**src/rtl/mem_pkg.sv**
```systemverilog
// mem_pkg: shared definitions for the mem_resp memory responder.
// FSM encoding, counter width, index-width helper and the
// out-of-range read pattern.
package mem_pkg;

   // Responder FSM states.
   typedef enum logic [1:0] {
      S_IDLE = 2'd0,
      S_WAIT = 2'd1,
      S_RESP = 2'd2
   } state_t;

   // Wait-state counter width (WAIT is limited to 0..15).
   localparam int CNT_W = 4;

   // Read data returned for an out-of-range read; truncated to DATA_W at use.
   localparam logic [63:0] ERR_RDATA = '1;

   // RAM index width for a given depth: clog2(DEPTH), at least 1 bit.
   function automatic int idx_w(input int depth);
      return (depth > 1) ? $clog2(depth) : 1;
   endfunction

endpackage

```
**src/rtl/mem_resp_if.sv**
```systemverilog
// mem_resp_if: CPU-side memory bus between the address mux and mem_resp.
// Handshake: the master raises req with A/we/wdata valid; the responder
// takes them on any rising edge where it can accept (busy low, or the
// cycle of a completing access). Inputs are ignored at other times. The
// access completes with a single-cycle ready pulse; rdata is valid from
// that cycle and holds until the next read completes.
interface mem_resp_if #(
   parameter int DATA_W = 8,
   parameter int ADDR_W = 8
);
   logic [ADDR_W-1:0] A;
   logic              req;
   logic              we;
   logic [DATA_W-1:0] wdata;
   logic [DATA_W-1:0] rdata;
   logic              ready;
   logic              busy;
   logic              err;

   modport master (
      output A, req, we, wdata,
      input  rdata, ready, busy, err
   );

   modport slave (
      input  A, req, we, wdata,
      output rdata, ready, busy, err
   );
endinterface

```
**src/rtl/mem_array.sv**
```systemverilog
// mem_array: single-port synchronous RAM, DEPTH x DATA_W.
// Write on i_en & i_we; registered read on i_en & ~i_we. Only the read
// register is reset; the storage itself keeps its contents.
module mem_array #(
   parameter int DATA_W = 8,
   parameter int DEPTH  = 256,
   parameter int IDX_W  = 8
) (
   input  logic              clk,
   input  logic              rst,
   input  logic              i_en,
   input  logic              i_we,
   input  logic [IDX_W-1:0]  i_addr,
   input  logic [DATA_W-1:0] i_wdata,
   output logic [DATA_W-1:0] o_rdata
);

   logic [DATA_W-1:0] r_mem [DEPTH];
   logic [DATA_W-1:0] r_rdata;

   // Storage write port; not reset so contents survive rst.
   always_ff @(posedge clk) begin
      if (i_en && i_we) begin
         r_mem[i_addr] <= i_wdata;
      end
   end

   // Read register: updates only on a read, holds across writes and idle.
   always_ff @(posedge clk) begin
      if (rst) begin
         r_rdata <= '0;
      end else if (i_en && !i_we) begin
         r_rdata <= r_mem[i_addr];
      end
   end

   assign o_rdata = r_rdata;

endmodule

```
**src/rtl/mem_resp.sv**
```systemverilog
// mem_resp: memory-side responder for the CPU address bus.
// Latches an access on accept, counts WAIT wait states, issues the RAM
// access and returns a one-cycle ready pulse WAIT+1 edges after accept.
// Optional feature macro: MEM_ERR_EN (address range check with err pulse).
module mem_resp
   import mem_pkg::*;
#(
   parameter int DATA_W = 8,
   parameter int ADDR_W = 8,
   parameter int DEPTH  = 256,
   parameter int WAIT   = 1
) (
   input  logic         clk,
   input  logic         rst,
   mem_resp_if.slave    bus,
   output state_t       o_dbg_state
);

   localparam int IDX_W = idx_w(DEPTH);

   state_t              r_state, w_state_nxt;
   logic [CNT_W-1:0]    r_cnt, w_cnt_nxt;
   logic [ADDR_W-1:0]   r_addr;
   logic                r_we;
   logic [DATA_W-1:0]   r_wdata;
   logic                r_ready;
   logic                w_accept;
   logic                w_issue;
   logic                w_ram_en;
   logic [DATA_W-1:0]   w_ram_q;

   // New requests are taken when idle or while the previous access is issued.
   assign w_accept = bus.req && ((r_state == S_IDLE) || (r_state == S_RESP));
   // S_RESP is the cycle in which the latched access is applied to the RAM;
   // the RAM result and the ready pulse appear in the following cycle.
   assign w_issue  = (r_state == S_RESP);

   // Next-state and wait-counter logic.
   always_comb begin
      w_state_nxt = r_state;
      w_cnt_nxt   = r_cnt;
      case (r_state)
         S_IDLE, S_RESP: begin
            if (w_accept) begin
               if (WAIT == 0) begin
                  w_state_nxt = S_RESP;
               end else begin
                  w_state_nxt = S_WAIT;
                  w_cnt_nxt   = CNT_W'(WAIT - 1);
               end
            end else begin
               w_state_nxt = S_IDLE;
            end
         end
         S_WAIT: begin
            if (r_cnt == '0) begin
               w_state_nxt = S_RESP;
            end else begin
               w_cnt_nxt = r_cnt - CNT_W'(1);
            end
         end
         default: begin
            w_state_nxt = S_IDLE;
         end
      endcase
   end

   // State and counter registers; reset abandons any access in flight.
   always_ff @(posedge clk) begin
      if (rst) begin
         r_state <= S_IDLE;
         r_cnt   <= '0;
      end else begin
         r_state <= w_state_nxt;
         r_cnt   <= w_cnt_nxt;
      end
   end

   // Access latches: captured on accept so later bus changes are ignored.
   always_ff @(posedge clk) begin
      if (rst) begin
         r_addr  <= '0;
         r_we    <= 1'b0;
         r_wdata <= '0;
      end else if (w_accept) begin
         r_addr  <= bus.A;
         r_we    <= bus.we;
         r_wdata <= bus.wdata;
      end
   end

   // Completion pulse: one cycle after the access is issued.
   always_ff @(posedge clk) begin
      if (rst) begin
         r_ready <= 1'b0;
      end else begin
         r_ready <= w_issue;
      end
   end

`ifdef MEM_ERR_EN
   logic w_oob;
   logic r_err;
   logic r_err_rd;

   assign w_oob    = ({1'b0, r_addr} >= (ADDR_W + 1)'(DEPTH));
   // Out-of-range accesses never touch the RAM; reset gating keeps a
   // write from landing on the reset edge.
   assign w_ram_en = w_issue && !w_oob && !rst;

   // Error pulse alongside ready; sticky flag selects the all-ones read data.
   always_ff @(posedge clk) begin
      if (rst) begin
         r_err    <= 1'b0;
         r_err_rd <= 1'b0;
      end else begin
         r_err <= w_issue && w_oob;
         if (w_issue && !r_we) begin
            r_err_rd <= w_oob;
         end
      end
   end

   assign bus.err   = r_err;
   assign bus.rdata = r_err_rd ? DATA_W'(ERR_RDATA) : w_ram_q;
`else
   // Without the range check the index simply wraps modulo DEPTH.
   assign w_ram_en  = w_issue && !rst;
   assign bus.err   = 1'b0;
   assign bus.rdata = w_ram_q;
`endif

   mem_array #(
      .DATA_W (DATA_W),
      .DEPTH  (DEPTH),
      .IDX_W  (IDX_W)
   ) u_array (
      .clk     (clk),
      .rst     (rst),
      .i_en    (w_ram_en),
      .i_we    (r_we),
      .i_addr  (r_addr[IDX_W-1:0]),
      .i_wdata (r_wdata),
      .o_rdata (w_ram_q)
   );

   assign bus.ready   = r_ready;
   assign bus.busy    = (r_state != S_IDLE);
   assign o_dbg_state = r_state;

endmodule

```
**src/flat_wrapper.sv**
```systemverilog
// flat-port wrapper written by rule: the top's interface ports become plain ports
module mem_resp_flat import mem_pkg::*;
#(
   parameter int DATA_W = 8,
   parameter int ADDR_W = 8,
   parameter int DEPTH  = 256,
   parameter int WAIT   = 1
)
  (clk, rst, o_dbg_state, bus_A, bus_req, bus_we, bus_wdata, bus_rdata, bus_ready, bus_busy, bus_err);
  mem_resp_if #(.DATA_W(DATA_W), .ADDR_W(ADDR_W)) bus_i ();
  input  logic clk;
  input  logic rst;
  output state_t o_dbg_state;
  input wire logic [$bits(bus_i.A)-1:0] bus_A;
  input wire logic [$bits(bus_i.req)-1:0] bus_req;
  input wire logic [$bits(bus_i.we)-1:0] bus_we;
  input wire logic [$bits(bus_i.wdata)-1:0] bus_wdata;
  output wire logic [$bits(bus_i.rdata)-1:0] bus_rdata;
  output wire logic [$bits(bus_i.ready)-1:0] bus_ready;
  output wire logic [$bits(bus_i.busy)-1:0] bus_busy;
  output wire logic [$bits(bus_i.err)-1:0] bus_err;
  assign bus_i.A = bus_A;
  assign bus_i.req = bus_req;
  assign bus_i.we = bus_we;
  assign bus_i.wdata = bus_wdata;
  assign bus_rdata = bus_i.rdata;
  assign bus_ready = bus_i.ready;
  assign bus_busy = bus_i.busy;
  assign bus_err = bus_i.err;
  mem_resp #(.DATA_W(DATA_W), .ADDR_W(ADDR_W), .DEPTH(DEPTH), .WAIT(WAIT)) u_core (.clk(clk), .rst(rst), .bus(bus_i), .o_dbg_state(o_dbg_state));
endmodule
```
**config.mk**
```make
export PLATFORM = sky130hd
export DESIGN_NAME = mem_resp_flat
export DESIGN_NICKNAME = d
export VERILOG_FILES = /design/src/rtl/mem_pkg.sv /design/src/rtl/mem_resp_if.sv /design/src/rtl/mem_array.sv /design/src/rtl/mem_resp.sv /design/src/flat_wrapper.sv
export SDC_FILE = /design/constraint.sdc
export NUM_CORES = 2
export LEC_CHECK = 0
export CAP_MARGIN = 20
export CORE_ASPECT_RATIO = 0.75
export CORE_MARGIN = 2
export CORE_UTILIZATION = 50
export CTS_CLUSTER_DIAMETER = 200
export DETAILED_ROUTE_END_ITERATION = 8
export PLACE_DENSITY = 0.74
export SLEW_MARGIN = 5
export SYNTH_ARGS = -nofsm -noshare
export SYNTH_HDL_FRONTEND = slang
export SYNTH_SLANG_ARGS = --single-unit
```
**constraint.sdc**
```tcl
create_clock -name clk -period 11.6 [get_ports clk]
set_clock_uncertainty 0.05 [all_clocks]
set_input_delay 2.32 -clock clk [delete_from_list [all_inputs] [get_ports clk]]
set_output_delay 2.32 -clock clk [all_outputs]
set_load 0.01 [all_outputs]
```
=== Word level (Yosys, flattened, before mapping) ===
Memories as Yosys holds them, arrays and structs flattened. A register that Yosys moved wholly into a read port is not among the register bits.
Index checks and enable logic that the tools add are counted.

* Add/subtract/negate cells: 1
* $lt $le $gt $ge: 0
* Bitwise operators: 0
* Divide/modulo/power cells: 0
* Reduce and logical (&&, ||, !) cells: 13
* Multiply operators: 0
* Shift operators: 0
* Mux-type cells: 8
* Equality and inequality tests: 5

{| class="wikitable"
|+ Operators with widths
! operator !! number
|-
| two-way mux 4 bit || 2
|-
| one-hot mux 4 bit (2 select lines) || 1
|-
| logical AND 1 bit || 4
|-
| zero test 4 bit || 1
|-
| != test 2 x 1 -> 1 bit, second input constant || 2
|-
| one-hot mux 2 bit (2 select lines) || 1
|-
| nonzero test 2 bit || 2
|-
| subtractor 4 x 1 -> 4 bit, second input constant || 1
|-
| two-way mux 1 bit || 3
|-
| AND reduction 3 bit || 1
|-
| == test 2 x 1 -> 1 bit, second input constant || 1
|-
| == test 2 bit, second input constant || 1
|-
| zero test 1 bit || 2
|-
| zero test 2 bit || 1
|-
| two-way mux 2 bit || 1
|-
| != test 2 bit, second input constant || 1
|-
| OR reduction 2 bit || 1
|-
| logical OR 1 bit || 1
|}

* Output and inout port bits: 13
* Memories: 1
* Bits in read-only memories: 0
* Memory bits (writable): 2048
* Bits in latches: 0
* Input bits: 20
* Bits in registers: 24

{| class="wikitable"
|+ Memory list
! name !! depth !! width !! read ports !! clocked after Yosys merged registers in !! write ports !! RTL line !! RTL
|-
| u_core.u_array.r_mem || 256 || 8 || 1 || 1 || 1 || mem_array.sv:18 || <nowiki>logic [DATA_W-1:0] r_mem [DEPTH];</nowiki>
|}

=== Longest topological paths before layout ===
* Word-level depth: 5
* Gate-level depth with buffers: 13
* Gate-level depth less buffers: 7

=== By module ===
From an unflattened synthesis, not the netlist that was laid out.

* Cell total of the unflattened synthesis: 3969
* Area, all modules: 81384.3 um^2

{| class="wikitable"
|+ By module, submodules not included
! module !! instances !! cells an instance !! seq. area each (um^2) !! area an instance (um^2)
|-
| mem_array || 1 || 3856 || 61659.1 || 80433.4
|-
| mem_resp || 1 || 113 || 480.5 || 950.9
|}

=== Least setup slack after synthesis ===
No wires, ideal clock.

* Path type: input-to-reg
* From: input rst
* To: memory u_core.u_array.r_mem[104][0] (enable)
* Buffers on the path: 2
* Slack: 7.149 ns
* Data required time: 11.180 ns
* Arrival: 4.031 ns
* Stages: 7
* Library setup time: 0.370 ns
* Cell sequence: clkbuf_1 nor3b_1 nand2_1 nor3_1 nand2_1 clkbuf_1 nor2_1

* Word-level cells in the longest chain between the ends: 5

{| class="wikitable"
|+ Ends and longest elaborated chain
! item !! RTL line !! RTL
|-
| from (decl) || flat_wrapper.sv:12 || <nowiki>input logic rst;</nowiki>
|-
| zero test 1 bit || mem_resp.sv:128 || <nowiki>assign w_ram_en = w_issue && !rst;</nowiki>
|-
| logical AND 1 bit || mem_resp.sv:128 ||
|-
| logical AND 1 bit || mem_array.sv:23 || <nowiki>if (i_en && i_we) begin</nowiki>
|-
| two-way mux 1 bit || mem_array.sv:23 ||
|-
| two-way mux 1 bit (implied by the code) || mem_array.sv:24 || <nowiki>r_mem[i_addr] <= i_wdata;</nowiki>
|-
| to (decl) || mem_array.sv:18 ||
|}

Every way passes these cells.

=== Worst setup path in the final report ===
* From: input rst
* To: memory u_core.u_array.r_mem[143][2] (enable)

Same word-level chain as after synthesis.

==> impl_metrics.json <==
{
  "syn_inst": 3885,
  "async_flop_share_pct": 0,
  "critPathKind": "input port to flip-flop",
  "io_buffer_count": 31,
  "rows": 127,
  "layout_commonest_cell": "edfxtp_1",
  "grt_first_pass_wirelength_mm": 302,
  "fmax_mhz": 174,
  "ys_seq_area_share_pct": 76.6,
  "endpoint_kind": "flip-flop",
  "fillCellCount": 11500,
  "avgSynthCellArea_um2": 20.9,
  "drv_slew": 0,
  "mostFrequentLayoutCells": "edfxtp_1, mux4_2, nor2_1",
  "cts_inserted_buffers": 185,
  "p_leak_nw": 27.9,
  "cts.clk_slew.worst_paths_ns": 0.07,
  "rsz0062_at_grt": "no",
  "grt-ovfl-total": 0,
  "wl_per_cell_um": 34.1,
  "vdd_ir_drop_max_mv": 0.176,
  "route.vias.total": 41600,
  "start_util_pct": 50.5,
  "ys_types": 63,
  "layout.nets": 3976,
  "ys_ff_latch": 2080,
  "maxCapViolCount": 0,
  "routed_via_density": 6.67,
  "remaining_drc_errors": 0,
  "arrival_ns": 6.16,
  "place_hpwl_mm": 127,
  "ant_nets": 0,
  "synthFlopType": "edfxtp_1",
  "hold_ws_ns": 0.502,
  "setup_viol": 0,
  "globalRouteTotalUtil_pct": 25.7,
  "finalHoldViolCount": 0,
  "root_buffer": "clkbuf_16",
  "cts.sinks": 2080,
  "antenna_found_initial": 9,
  "synth_nets": 3906,
  "areaGrowthSynthToFinish_pct": 10.4,
  "cts_resized": 0,
  "stdcell_area_um2": 89600,
  "grt_max_degree": 201,
  "period_share_pct": 49.6,
  "first_iter_violations": 6933,
  "dieWidth_um": 469,
  "fin_crit_ns": 5.76,
  "clock_tree.buffer_depth": 3,
  "outcome": "complete, no violations",
  "synth_warnings": 0,
  "tightest_slew_ns": 1.30,
  "clk_latency_ns": 0.83,
  "gp_congestion": 0.924,
  "htreeDepth": 4,
  "core-area_um2": 160000,
  "grt_pass1_vias": 39500,
  "synth_area_um2": 81100,
  "hp-class": "flip-flop to flip-flop",
  "num_io_pins": 33,
  "worstPathRequired_ns": 12.01,
  "dieArea_um2": 165000,
  "rrSetupSlack_ns": 6.69,
  "first_pass_iters": 6,
  "powerDensity_nw_per_um2": 171,
  "relSlewSlack_pct": 13.4,
  "cts_tree": "built",
  "fin_setup_tns_ns": 0,
  "postCtsSetupRepairBufs": 0,
  "start_kind": "input port",
  "post_dp_cell_area_um2": 83400,
  "wl_mm": 213,
  "synth_edf_count": 2048,
  "ctsHoldBuffers": 0,
  "die_h_um": 353,
  "drive_gt1_share_pct": 21.9,
  "crit_path_max_fanout": 25
}
## critical path, stage by stage
cell             delay (ns)
clkdlybuf4s50_1        0.40
buf_4                  0.24
nor3b_1                0.91
nand3_1                0.22
nor2_1                 0.27
nand2_1                0.66
buf_4                  0.49
nor2_1                 0.58
## path summary, 6_finish.rpt
path	startpoint	end	cells after the start
setup / recovery	rst	u_core.u_array.r_mem[143][2]$_DFFE_PP_	8
hold / removal	u_core.r_cnt[1]$_SDFFE_PP0P_	u_core.r_cnt[1]$_SDFFE_PP0P_	2
setup reg to reg	u_core.r_addr[0]$_SDFFE_PP0P_	u_core.u_array.o_rdata[0]$_SDFFE_PP0P_	8
hold reg to reg	u_core.r_cnt[1]$_SDFFE_PP0P_	u_core.r_cnt[1]$_SDFFE_PP0P_	2
## layout make-up
cell class                 instances  area [um2]  area share, %
inverter                           8        30.0         0.0335
clock buffer                     231        4930           5.50
clock inverter                   109        1180           1.31
sequential                      2080       62200           69.4
multi-input combinational       1564       17500           19.6
tap                             2128        2660           2.97
timing repair buffer             116        1040           1.16
antenna                            5        12.5         0.0140
## report_power, final
group	switching [mW]	leakage (nW)	total, mW	internal, mW
Sequential	0.0530	20.0	8.32	8.27
Combinational	0.513	4.93	0.781	0.268
Clock	2.73	2.99	6.26	3.53
## stage by stage
stage               utilization, %  power (mW)  setup WS (ns)  cells
CTS                           55.8        15.4           6.01   6235
global route                  55.8        15.7           5.83   6236
finish                        55.8        15.4           5.84   6241
global placement              52.0        9.24           5.32   5894
floorplan                        -        8.96           7.15   3885
detailed placement            52.0        9.25           5.22   5895
## state kept, by name, summed over array words and instances, names as in the netlist
signal                  cells
u_core.bus.ready            1
u_core.o_dbg_state          2
u_core.r_addr               8
u_core.r_cnt                4
u_core.r_wdata              8
u_core.r_we                 1
u_core.u_array.o_rdata      8
u_core.u_array.r_mem     2048
## cell usage after synthesis, drive strengths merged, types with 2 or more instances
master	number	area share [%]
a2111oi	6	0.088
a211oi	8	0.074
a21o	2	0.019
a21oi	86	0.53
a221oi	10	0.11
a22o	7	0.076
a22oi	81	0.75
a311oi	3	0.032
a31oi	14	0.11
and2	3	0.023
and3	5	0.039
and3b	2	0.022
buf	172	1.5
clkbuf	61	0.28
dfxtp	32	0.79
edfxtp	2048	76
inv	7	0.032
mux2	47	0.65
mux2i	180	2.2
mux4	469	13
nand2	121	0.56
nand2b	10	0.077
nand3	26	0.16
nand3b	5	0.046
nand4	4	0.031
nor2	297	1.4
nor2b	33	0.25
nor3	9	0.056
nor3b	4	0.037
o2111ai	10	0.11
o211ai	19	0.18
o21ai	11	0.073
o221ai	8	0.094
o22a	6	0.065
o22ai	50	0.39
o2bb2ai	2	0.022
o32ai	2	0.022
or2	5	0.039
or3b	2	0.022
or4	6	0.056
## logic make-up (layout without fill, tap and decap cells)
group / Yosys count / after routing / synth area share (%)
flops: 2080 / 2080 / 76.6
mux: 696 / 696 / 15.9
simple gates: 535 / 535 / 2.83
compound gates: 329 / 329 / 2.77
buf+inv: 241 / 464 / 1.82
xor+xnor: 2 / 2 / 0.0216
fa+ha+maj: 1 / 1 / 0.0154
other cells: 1 / 6 / 0.00462
## routing by layer
layer  up-vias  global-route usage [%]  share of wire (%)
met5         -                       0              0.044
met4        12                    7.69                2.8
met3       358                    9.20                 15
met2      3411                    34.9                 43
met1     21600                    39.0                 39
li1      16200                       -                  -
No activity file was read; power rests on OpenSTA's default activity.
